--- config.mk ---
export PLATFORM = sky130hd
export DESIGN_NAME = frogger_game_ctrl
export DESIGN_NICKNAME = d
export VERILOG_FILES = /design/src/rtl/frogger_game_ctrl.sv
export SDC_FILE = /design/constraint.sdc
export NUM_CORES = 1
export LEC_CHECK = 0
export ABC_AREA = 1
export BUFFER_PORTS_ARGS = -buffer_cell sky130_fd_sc_hd__buf_4
export CORE_ASPECT_RATIO = 0.7
export CORE_MARGIN = 2
export CORE_UTILIZATION = 45
export CTS_CLUSTER_SIZE = 25
export DETAILED_ROUTE_END_ITERATION = 10
export GPL_ROUTABILITY_DRIVEN = 0
export GPL_TIMING_DRIVEN = 0
export HOLD_SLACK_MARGIN = 0.1
export PLACE_DENSITY = 0.6
export SYNTH_ARGS = -nofsm -noshare
export SYNTH_HDL_FRONTEND = slang
export SYNTH_SLANG_ARGS = --single-unit
--- constraint.sdc ---
create_clock -name clk -period 4.5 [get_ports clk]
set_input_delay 0.675 -clock clk [delete_from_list [all_inputs] [get_ports clk]]
set_output_delay 0.675 -clock clk [all_outputs]
set_load 0.005 [all_outputs]
--- src/rtl/frogger_game_ctrl.sv ---
// frogger_game_ctrl
//   Game sequencer for the frogger datapath. Runs the IDLE/PLAY/DYING/WIN/
//   GAME_OVER flow, generates the lane-advance tick (period shrinks with
//   level), turns raw active-low buttons into single-cycle move pulses and
//   tracks lives, level and score.
//
//   state        | meaning
//   -------------+-----------------------------------------------------
//   ST_IDLE      | power-up, waiting for a start press
//   ST_PLAY      | game running, moves and lane ticks delivered
//   ST_DYING     | frog hit, pausing PAUSE_TICKS ticks, lanes hold position
//   ST_WIN       | frog reached row 0, pausing PAUSE_TICKS ticks
//   ST_GAME_OVER | out of lives, waiting for a start press
//
// Ports
//   clk                         system clock
//   reset                       synchronous active-low reset
//   up/down/left/right/start    raw active-low buttons (async to clk)
//   collision, at_top           datapath flags, honoured only in PLAY
//   lane_tick                   one-cycle lane advance pulse
//   lane_reset, frog_reset      one-cycle restart pulses
//   move_up/down/left/right     one-cycle move commands
//   lives, level, score         game counters
//   state                       current FSM state (IDLE=0 .. GAME_OVER=4)
//   game_over                   high while in GAME_OVER

module frogger_game_ctrl #(
    parameter int unsigned TICK_BASE   = 3125000,
    parameter int unsigned TICK_STEP   = 250000,
    parameter int unsigned MAX_LEVEL   = 7,
    parameter int unsigned LIVES       = 3,
    parameter int unsigned PAUSE_TICKS = 4
) (
    input  logic       clk,
    input  logic       reset,
    input  logic       up,
    input  logic       down,
    input  logic       left,
    input  logic       right,
    input  logic       start,
    input  logic       collision,
    input  logic       at_top,
    output logic       lane_tick,
    output logic       lane_reset,
    output logic       frog_reset,
    output logic       move_up,
    output logic       move_down,
    output logic       move_left,
    output logic       move_right,
    output logic [1:0] lives,
    output logic [2:0] level,
    output logic [7:0] score,
    output logic [2:0] state,
    output logic       game_over
);

    typedef enum logic [2:0] {
        ST_IDLE      = 3'd0,
        ST_PLAY      = 3'd1,
        ST_DYING     = 3'd2,
        ST_WIN       = 3'd3,
        ST_GAME_OVER = 3'd4
    } state_t;

    localparam logic [27:0] BASE_W      = 28'(TICK_BASE);
    localparam logic [27:0] STEP_W      = 28'(TICK_STEP);
    localparam logic [2:0]  MAX_LEVEL_W = 3'(MAX_LEVEL);
    localparam logic [1:0]  LIVES_W     = 2'(LIVES);
    localparam logic [7:0]  PAUSE_W     = 8'(PAUSE_TICKS);

    // Button bit order: {start, right, left, down, up}
    logic [4:0] sync1_q, sync2_q, dly_q;
    logic [4:0] press;

    state_t      state_q, state_d;
    logic [1:0]  lives_q, lives_d;
    logic [2:0]  level_q, level_d;
    logic [7:0]  score_q, score_d;
    logic [27:0] tick_cnt_q, tick_cnt_d;
    logic [7:0]  pause_q, pause_d;
    logic        lane_reset_q, lane_reset_d;
    logic        frog_reset_q, frog_reset_d;
    logic [3:0]  move_q, move_d;   // {right, left, down, up}

    logic [27:0] period;
    logic        running;
    logic        tick;

    // Falling edge of the synchronized level; holding gives one press.
    assign press = dly_q & ~sync2_q;

    assign period  = BASE_W - ({25'd0, level_q} * STEP_W);
    assign running = (state_q == ST_PLAY) || (state_q == ST_DYING) || (state_q == ST_WIN);
    assign tick    = running && (tick_cnt_q == period - 28'd1);

    always_ff @(posedge clk) begin
        if (!reset) begin
            sync1_q      <= 5'h1f;
            sync2_q      <= 5'h1f;
            dly_q        <= 5'h1f;
            state_q      <= ST_IDLE;
            lives_q      <= 2'd0;
            level_q      <= 3'd0;
            score_q      <= 8'd0;
            tick_cnt_q   <= 28'd0;
            pause_q      <= 8'd0;
            lane_reset_q <= 1'b0;
            frog_reset_q <= 1'b0;
            move_q       <= 4'd0;
        end else begin
            sync1_q      <= {start, right, left, down, up};
            sync2_q      <= sync1_q;
            dly_q        <= sync2_q;
            state_q      <= state_d;
            lives_q      <= lives_d;
            level_q      <= level_d;
            score_q      <= score_d;
            tick_cnt_q   <= tick_cnt_d;
            pause_q      <= pause_d;
            lane_reset_q <= lane_reset_d;
            frog_reset_q <= frog_reset_d;
            move_q       <= move_d;
        end
    end

    always_comb begin
        state_d      = state_q;
        lives_d      = lives_q;
        level_d      = level_q;
        score_d      = score_q;
        pause_d      = pause_q;
        lane_reset_d = 1'b0;
        frog_reset_d = 1'b0;
        move_d       = 4'd0;
        if (running) begin
            tick_cnt_d = tick ? 28'd0 : tick_cnt_q + 28'd1;
        end else begin
            tick_cnt_d = tick_cnt_q;
        end

        case (state_q)
            ST_IDLE, ST_GAME_OVER: begin
                if (press[4]) begin
                    lives_d      = LIVES_W;
                    level_d      = 3'd0;
                    score_d      = 8'd0;
                    tick_cnt_d   = 28'd0;
                    lane_reset_d = 1'b1;
                    frog_reset_d = 1'b1;
                    state_d      = ST_PLAY;
                end
            end
            ST_PLAY: begin
                if (press[0])      move_d = 4'b0001;
                else if (press[1]) move_d = 4'b0010;
                else if (press[2]) move_d = 4'b0100;
                else if (press[3]) move_d = 4'b1000;

                // Collision wins over a simultaneous at_top.
                if (collision) begin
                    lives_d = lives_q - 2'd1;
                    pause_d = 8'd0;
                    state_d = (lives_q == 2'd1) ? ST_GAME_OVER : ST_DYING;
                end else if (at_top) begin
                    if (score_q != 8'hff)      score_d = score_q + 8'd1;
                    if (level_q < MAX_LEVEL_W) level_d = level_q + 3'd1;
                    pause_d    = 8'd0;
                    // New level's period starts from a clean count.
                    tick_cnt_d = 28'd0;
                    state_d    = ST_WIN;
                end
            end
            ST_DYING, ST_WIN: begin
                if (tick) begin
                    pause_d = pause_q + 8'd1;
                    if (pause_q == PAUSE_W - 8'd1) begin
                        frog_reset_d = 1'b1;
                        lane_reset_d = (state_q == ST_WIN);
                        state_d      = ST_PLAY;
                    end
                end
            end
            default: state_d = ST_IDLE;
        endcase
    end

    assign lane_tick  = tick && (state_q == ST_PLAY);
    assign lane_reset = lane_reset_q;
    assign frog_reset = frog_reset_q;
    assign move_up    = move_q[0];
    assign move_down  = move_q[1];
    assign move_left  = move_q[2];
    assign move_right = move_q[3];
    assign lives      = lives_q;
    assign level      = level_q;
    assign score      = score_q;
    assign state      = state_q;
    assign game_over  = (state_q == ST_GAME_OVER);

endmodule

* Yosys cells after proc, flatten, opt, wreduce, memory -nomap -nowiden
Cells that the tools add are included.
** Operators by class
- Muxes and demuxes :: 41
- Reduce and logical (&&, ||, !) cells :: 18
- Add/sub/neg operators :: 7
- $lt $le $gt $ge :: 1
- Bitwise operators :: 4
- Multiply operators :: 1
- Equality and inequality tests :: 17
** Operators by type and width (number)
- 28-bit two-way mux :: 5
- 8-bit two-way mux :: 7
- 28-bit one-hot mux with 2 select lines :: 1
- 3-bit two-way mux :: 11
- 8-bit one-hot mux with 2 select lines :: 2
- 28-bit by 1-bit adder with 28-bit output, second input constant :: 1
- 28-bit equality test :: 1
- 23-bit by 2-bit subtractor with 24-bit output, second input constant :: 1
- 22-bit by 21-bit subtractor with 23-bit output, first input constant :: 1
- 3-bit by 14-bit multiplier with 17-bit output, second input constant :: 1
- 8-bit by 1-bit adder with 8-bit output, second input constant :: 2
- 2-bit inequality test, second input constant :: 6
- 5-bit AND reduction :: 2
- 3-bit one-hot mux with 3 select lines :: 1
- 8-bit by 2-bit equality test with 1-bit output, second input constant :: 1
- 8-bit inequality test, second input constant :: 1
- 3-bit by 2-bit equality test with 1-bit output, second input constant :: 2
- 1-bit two-way mux :: 6
- 2-bit two-way mux :: 3
- 3-bit one-hot mux with 2 select lines :: 1
- 3-bit AND reduction :: 2
- 5-bit AND :: 1
- 5-bit inverter :: 1
- 5-bit OR reduction :: 1
- 21 further kinds :: 28
** Word-level totals
- Logic and storage cells :: 104
- Bits of input ports :: 9
- Output and inout port bits :: 24
- Bits in registers :: 73

* Depth between registers and ports, before layout
- Word-level depth :: 10
- Gate-level depth with buffers :: 23
- Gate-level depth less buffers :: 22

* Least setup slack after synthesis
No wires, ideal clock.
- Kind :: flip-flop to output port
- Start :: register level_q[0] (netlist: level[0])
- End :: output port lane_tick
- Arrival :: 2.861 ns
- Path slack :: 0.964 ns
- Data required time :: 3.825 ns
- Stages on the path, launching flop included :: 18
- Buffers on the path :: 1
- Cells stage by stage :: dfxtp_1 -> buf_4 -> inv_1 -> ha_1 -> ha_1 -> inv_1 -> fa_1 -> nor2_4 -> inv_1 -> nor2_4 -> nand3_1 -> nand2_1 -> nand2_1 -> nand2_1 -> nand3_1 -> nor2_1 -> nand3b_1 -> nor2_1
** On the way
- Longest elaborated chain between the ends :: 6
** RTL lines
- from (decl) :: RTL line 77 : logic [2:0] level_q, level_d;
- from (signal assigned) :: RTL line 116 : level_q <= level_d;
- 3-bit by 14-bit multiplier with 17-bit output :: RTL line 92 : assign period = BASE_W - ({25'd0, level_q} * STEP_W);
- 22-bit by 21-bit subtractor with 23-bit output :: RTL line 92
- 23-bit by 2-bit subtractor with 24-bit output :: RTL line 94 : assign tick = running && (tick_cnt_q == period - 28'd1);
- 28-bit equality test :: RTL line 94
- 1-bit logical AND :: RTL line 94
- 1-bit logical AND :: RTL line 187 : assign lane_tick = tick && (state_q == ST_PLAY);
- to (decl) :: RTL line 43 : output logic lane_tick,
No other way between the ends.

* Worst setup path in the final report
Same ends and word-level chain as after synthesis.

==> run_summary.xml <==
<?xml version="1.0" encoding="UTF-8"?>
<metrics>
  <group name="yosys">
    <metric name="synth_warnings" unit="">0</metric>
    <metric name="synth.net_count" unit="">663</metric>
    <metric name="mapped_avg_cell_area" unit="µm²">7.10</metric>
    <metric name="register_bit_count_reported_by_yosys" unit="">73</metric>
    <metric name="count_of_flip_flops_with_a_built_in_enable_after_synthesis" unit="">0</metric>
    <metric name="synth_sequential_area_ratio" unit="">0.325</metric>
    <metric name="synth_top_flop_cell" unit="">sky130_fd_sc_hd__dfxtp_1</metric>
    <metric name="netlist_area" unit="mm²">0.00450</metric>
    <metric name="asyncSetResetFlopFracSynth" unit="">0</metric>
    <metric name="largest_family_of_logic_cells_by_synthesized_area" unit="">simple AND/OR/NAND/NOR gates</metric>
    <metric name="syn_inst" unit="">634</metric>
    <metric name="synth-compound-area-share" unit="">0.0770</metric>
    <metric name="post-synth-top-area-cell" unit="">sky130_fd_sc_hd__dfxtp_1</metric>
    <metric name="synth_top_cells_by_area" unit="">sky130_fd_sc_hd__dfxtp_1, sky130_fd_sc_hd__nand2_1, sky130_fd_sc_hd__inv_1</metric>
    <metric name="synth_simple_gate_area_share" unit="">0.403</metric>
    <metric name="yosys.cell_types.count" unit="">47</metric>
    <metric name="area_share_of_the_leading_cell_type_in_the_synthesized_netlist" unit="">0.325</metric>
    <metric name="post_synth_fa_ha_maj_area_fraction" unit="">0.0606</metric>
    <metric name="post_synth_mux_area_share" unit="">0</metric>
    <metric name="synth-xor-area-share" unit="">0.0542</metric>
  </group>
  <group name="timing">
    <metric name="layout_min_cycle_time" unit="ns">4.20</metric>
    <metric name="slew_worst_pin" unit="ns">0.638</metric>
    <metric name="max_slew_margin" unit="">0.575</metric>
    <metric name="slew_viol_final" unit="">0</metric>
    <metric name="post_route_clock_period_utilization" unit="">0.934</metric>
    <metric name="tns" unit="ns">0</metric>
    <metric name="final_setup_violation_count" unit="">0</metric>
    <metric name="report.final.hold_viol_count" unit="">0</metric>
    <metric name="achievable-frequency" unit="GHz">0.238</metric>
    <metric name="grt_setup_unrepaired" unit="">false</metric>
    <metric name="postLayoutSetupSlackWorst" unit="ns">0.295</metric>
    <metric name="final.setup_skew" unit="ns">0.00768</metric>
  </group>
  <group name="setup_path">
    <metric name="cpMaxStageDelayCell" unit="">sky130_fd_sc_hd__fa_2</metric>
    <metric name="crit_chain" unit="">buf_6, clkinvlp_4, ha_4, ha_2, inv_1, fa_2, xor2_1, o22ai_1, a21oi_1, nand4_1, nor2_1, nand3_1, nor2_1, nand3b_1, nor2_2, buf_4</metric>
    <metric name="start_kind" unit="">flop</metric>
    <metric name="worst_r2r_path_depth" unit="">19</metric>
    <metric name="crit-reg2reg-launch" unit="">level[0]$_SDFFE_PN0P_</metric>
    <metric name="worstSetupPathType" unit="">flop to primary output</metric>
    <metric name="critical_path.startpoint" unit="">level[0]$_SDFFE_PN0P_</metric>
    <metric name="worst-path-max-fanout" unit="">10</metric>
    <metric name="crit_path_max_incr_delay" unit="ns">0.64</metric>
    <metric name="critical_path_required" unit="ns">3.83</metric>
    <metric name="worstPathArrival" unit="ns">3.53</metric>
    <metric name="crit_path_end_kind" unit="">primary output</metric>
    <metric name="critical-path-top-cell-by-count" unit="">sky130_fd_sc_hd__nor2_1</metric>
  </group>
  <group name="routing">
    <metric name="vias_per_cell" unit="">5.00</metric>
    <metric name="detail_route.first_pass.iterations" unit="">5</metric>
    <metric name="route.final.wire_length" unit="µm">11200</metric>
    <metric name="wl_per_cell" unit="µm">13.7</metric>
    <metric name="detail_route.iter0.violations" unit="">294</metric>
    <metric name="drt_drc_violations_left" unit="">0</metric>
    <metric name="via_count" unit="">4066</metric>
    <metric name="detail-route-antenna-nets" unit="">0</metric>
  </group>
  <group name="clock_network">
    <metric name="insertion_delay" unit="ns">0.34</metric>
    <metric name="cts.htree.levels" unit="">3</metric>
    <metric name="holdBufCountCts" unit="">0</metric>
    <metric name="tritoncts_clock_tree" unit="">yes</metric>
    <metric name="cts.sinks" unit="">73</metric>
    <metric name="cts.reportedPaths.clkPinSlew" unit="ns">0.05</metric>
    <metric name="clock-root-buffer" unit="">sky130_fd_sc_hd__clkbuf_16</metric>
    <metric name="clock_buffer_count_from_cts" unit="">9</metric>
    <metric name="cts-root-to-sink-buffers" unit="">2</metric>
  </group>
  <group name="job">
    <metric name="drv.max_cap_violation_count" unit="">0</metric>
  </group>
  <group name="place">
    <metric name="placed_cells" unit="">794</metric>
    <metric name="post_detailed_placement_half_perimeter_wirelength" unit="µm">8630</metric>
    <metric name="dp_slack" unit="ns">0.232</metric>
    <metric name="io_buffers" unit="">32</metric>
  </group>
  <group name="global_route">
    <metric name="number_of_antenna_violations_at_the_first_check_in_global_routing" unit="">0</metric>
    <metric name="first_global_vias" unit="">3660</metric>
    <metric name="gr-total-overflow" unit="">0</metric>
    <metric name="grt_start_max_net_pins" unit="">13</metric>
    <metric name="grt_use_total" unit="">0.219</metric>
    <metric name="wire_length_of_the_first_global_routing_pass" unit="µm">18300</metric>
  </group>
  <group name="status">
    <metric name="status" unit="">finished, final reports clean</metric>
  </group>
  <group name="power_and_ir_drop">
    <metric name="p_leak" unit="nW">2.19</metric>
    <metric name="seqPwrFrac" unit="">0.367</metric>
    <metric name="power_density" unit="mW/mm²">377</metric>
    <metric name="internal_power" unit="mW">1.38</metric>
    <metric name="clkPwrFrac" unit="">0.401</metric>
    <metric name="power.combinational.fraction" unit="">0.232</metric>
    <metric name="power.ir.vdd_worst" unit="V">0.000228</metric>
    <metric name="switchingPower" unit="mW">0.615</metric>
    <metric name="switching_share" unit="">0.308</metric>
    <metric name="total_power" unit="mW">2.00</metric>
  </group>
  <group name="floorplanning">
    <metric name="start_util" unit="">0.463</metric>
    <metric name="dieHeight" unit="µm">87.7</metric>
    <metric name="floorplan.die.width" unit="µm">124</metric>
    <metric name="floorplan.rows" unit="">30</metric>
    <metric name="ios" unit="">33</metric>
    <metric name="die-area" unit="mm²">0.0108</metric>
    <metric name="design.core.area" unit="mm²">0.00972</metric>
  </group>
  <group name="min_path">
    <metric name="hold_path.startpoint" unit="">sync1_q[4]$_SDFF_PN1_</metric>
    <metric name="min_delay_worst_type" unit="">flop to flop</metric>
    <metric name="hold_depth" unit="">1</metric>
  </group>
  <group name="cells_and_area">
    <metric name="stdcell_count" unit="">813</metric>
    <metric name="area_growth_syn_to_layout" unit="%">17.7</metric>
    <metric name="post_route_cells_drive_above_1_share" unit="">0.200</metric>
    <metric name="layout.nets" unit="">709</metric>
    <metric name="num_antenna_cells" unit="">0</metric>
  </group>
</metrics>
[cell type report]
cell class / instances / area, µm²
fill: 966 / 4420
multi-input combinational: 469 / 2700
clock buffer: 12 / 267
timing repair buffer: 35 / 263
sequential: 73 / 1470
tap: 128 / 160
inverter: 83 / 318
clock inverter: 4 / 73.8
buffer: 9 / 52.6
[critical path: cells and delay by family (launching register included)]
kind                       cells  cell delay (ns)
xor gates and xnor gates       1             0.21
adders and majority gates      3             1.20
AOI/OAI and AO/OA              2             0.24
buffers and inverters          4             0.51
DFF                            1             0.39
and+or+nand+nor                6             0.64
[sequential cells by signal, summed over array words and instances (netlist names)]
register    flops
lane_reset      1
level           3
sync2_q         5
tick_cnt_q     28
frog_reset      1
lives           2
score           8
move_q          4
pause_q         8
dly_q           5
sync1_q         5
state           3
[per-stage QoR]
stage	area, µm²	util	hold WS [ns]
CTS	5250	0.540	0.414
detailed placement	4900	0.504	0.400
finish	5300	0.545	0.411
global placement	4900	0.504	0.394
global route	5300	0.545	0.426
floorplan	4500	-	0.392
[per-layer routing]
metal | vias to the layer above | track usage | wire length (µm) | part of all wire
li1 | 2141 | - | - | -
met1 | 1826 | 0.335 | 5990 | 0.54
met2 | 89 | 0.311 | 4540 | 0.41
met3 | 10 | 0.0417 | 528 | 0.047
met4 | 0 | 0.0579 | 102 | 0.0091
met5 | - | 0 | 0 | 0
[cell families after synthesis]
group / Yosys count
AOI/OAI and AO/OA: 62
xor gates and xnor gates: 27
adders and majority gates: 20
buffers and inverters: 92
DFF: 73
and+or+nand+nor: 360
[timing repair]
item	CTS	global route
setup buffers	0	3
hold endpoints to repair	0	0
pin swaps	0	1
endpoints found under the setup margin	1	1
gates resized for setup	3	7
[synth_stat cells (5+ instances only)]
library cell              instances
sky130_fd_sc_hd__nand2_2         10
sky130_fd_sc_hd__o21ai_0         13
sky130_fd_sc_hd__nor2_2          14
sky130_fd_sc_hd__dfxtp_1         73
sky130_fd_sc_hd__nor3_1          22
sky130_fd_sc_hd__a21oi_1         33
sky130_fd_sc_hd__xor2_1          17
sky130_fd_sc_hd__nand2_1        133
sky130_fd_sc_hd__nand3_1         46
sky130_fd_sc_hd__nand4_1         12
sky130_fd_sc_hd__inv_2            5
sky130_fd_sc_hd__xnor2_1          9
sky130_fd_sc_hd__nand3_2          5
sky130_fd_sc_hd__nor2_4           6
sky130_fd_sc_hd__or2_2           14
sky130_fd_sc_hd__inv_1           76
sky130_fd_sc_hd__nor2_1          71
sky130_fd_sc_hd__nor3_2           6
sky130_fd_sc_hd__ha_1            17
[cells in the final DEF, fill, tap and decap left out, types with 10 or more instances in the layout]
cell and count:
sky130_fd_sc_hd__nor2_2 15, sky130_fd_sc_hd__a21oi_1 33, sky130_fd_sc_hd__dfxtp_1 71, sky130_fd_sc_hd__nand4_1 12, sky130_fd_sc_hd__buf_4 37, sky130_fd_sc_hd__inv_1 75, sky130_fd_sc_hd__o21ai_0 13, sky130_fd_sc_hd__nand2_2 10
sky130_fd_sc_hd__nor3_1 22, sky130_fd_sc_hd__xor2_1 17, sky130_fd_sc_hd__nor2_1 70, sky130_fd_sc_hd__nand3_1 46, sky130_fd_sc_hd__or2_2 14, sky130_fd_sc_hd__nand2_1 133, sky130_fd_sc_hd__ha_1 15
[worst paths after layout]
check | endpoint | slack, ns
worst max-delay path | lane_tick | 0.30
worst min-delay path | sync2_q[4]$_SDFF_PN1_ | 0.41
worst max register to register | tick_cnt_q[9]$_SDFF_PN0_ | 0.94
worst min register to register | sync2_q[4]$_SDFF_PN1_ | 0.41
[power groups by stage]
stage	clock, mW	sequential, mW	combinational [mW]
floorplan	0	0.740	0.317
global route	0.841	0.740	0.520
global placement	0	0.746	0.441
finish	0.799	0.733	0.463
detailed placement	0	0.746	0.451
CTS	0.812	0.733	0.454
(Power assumes the default switching activity.)
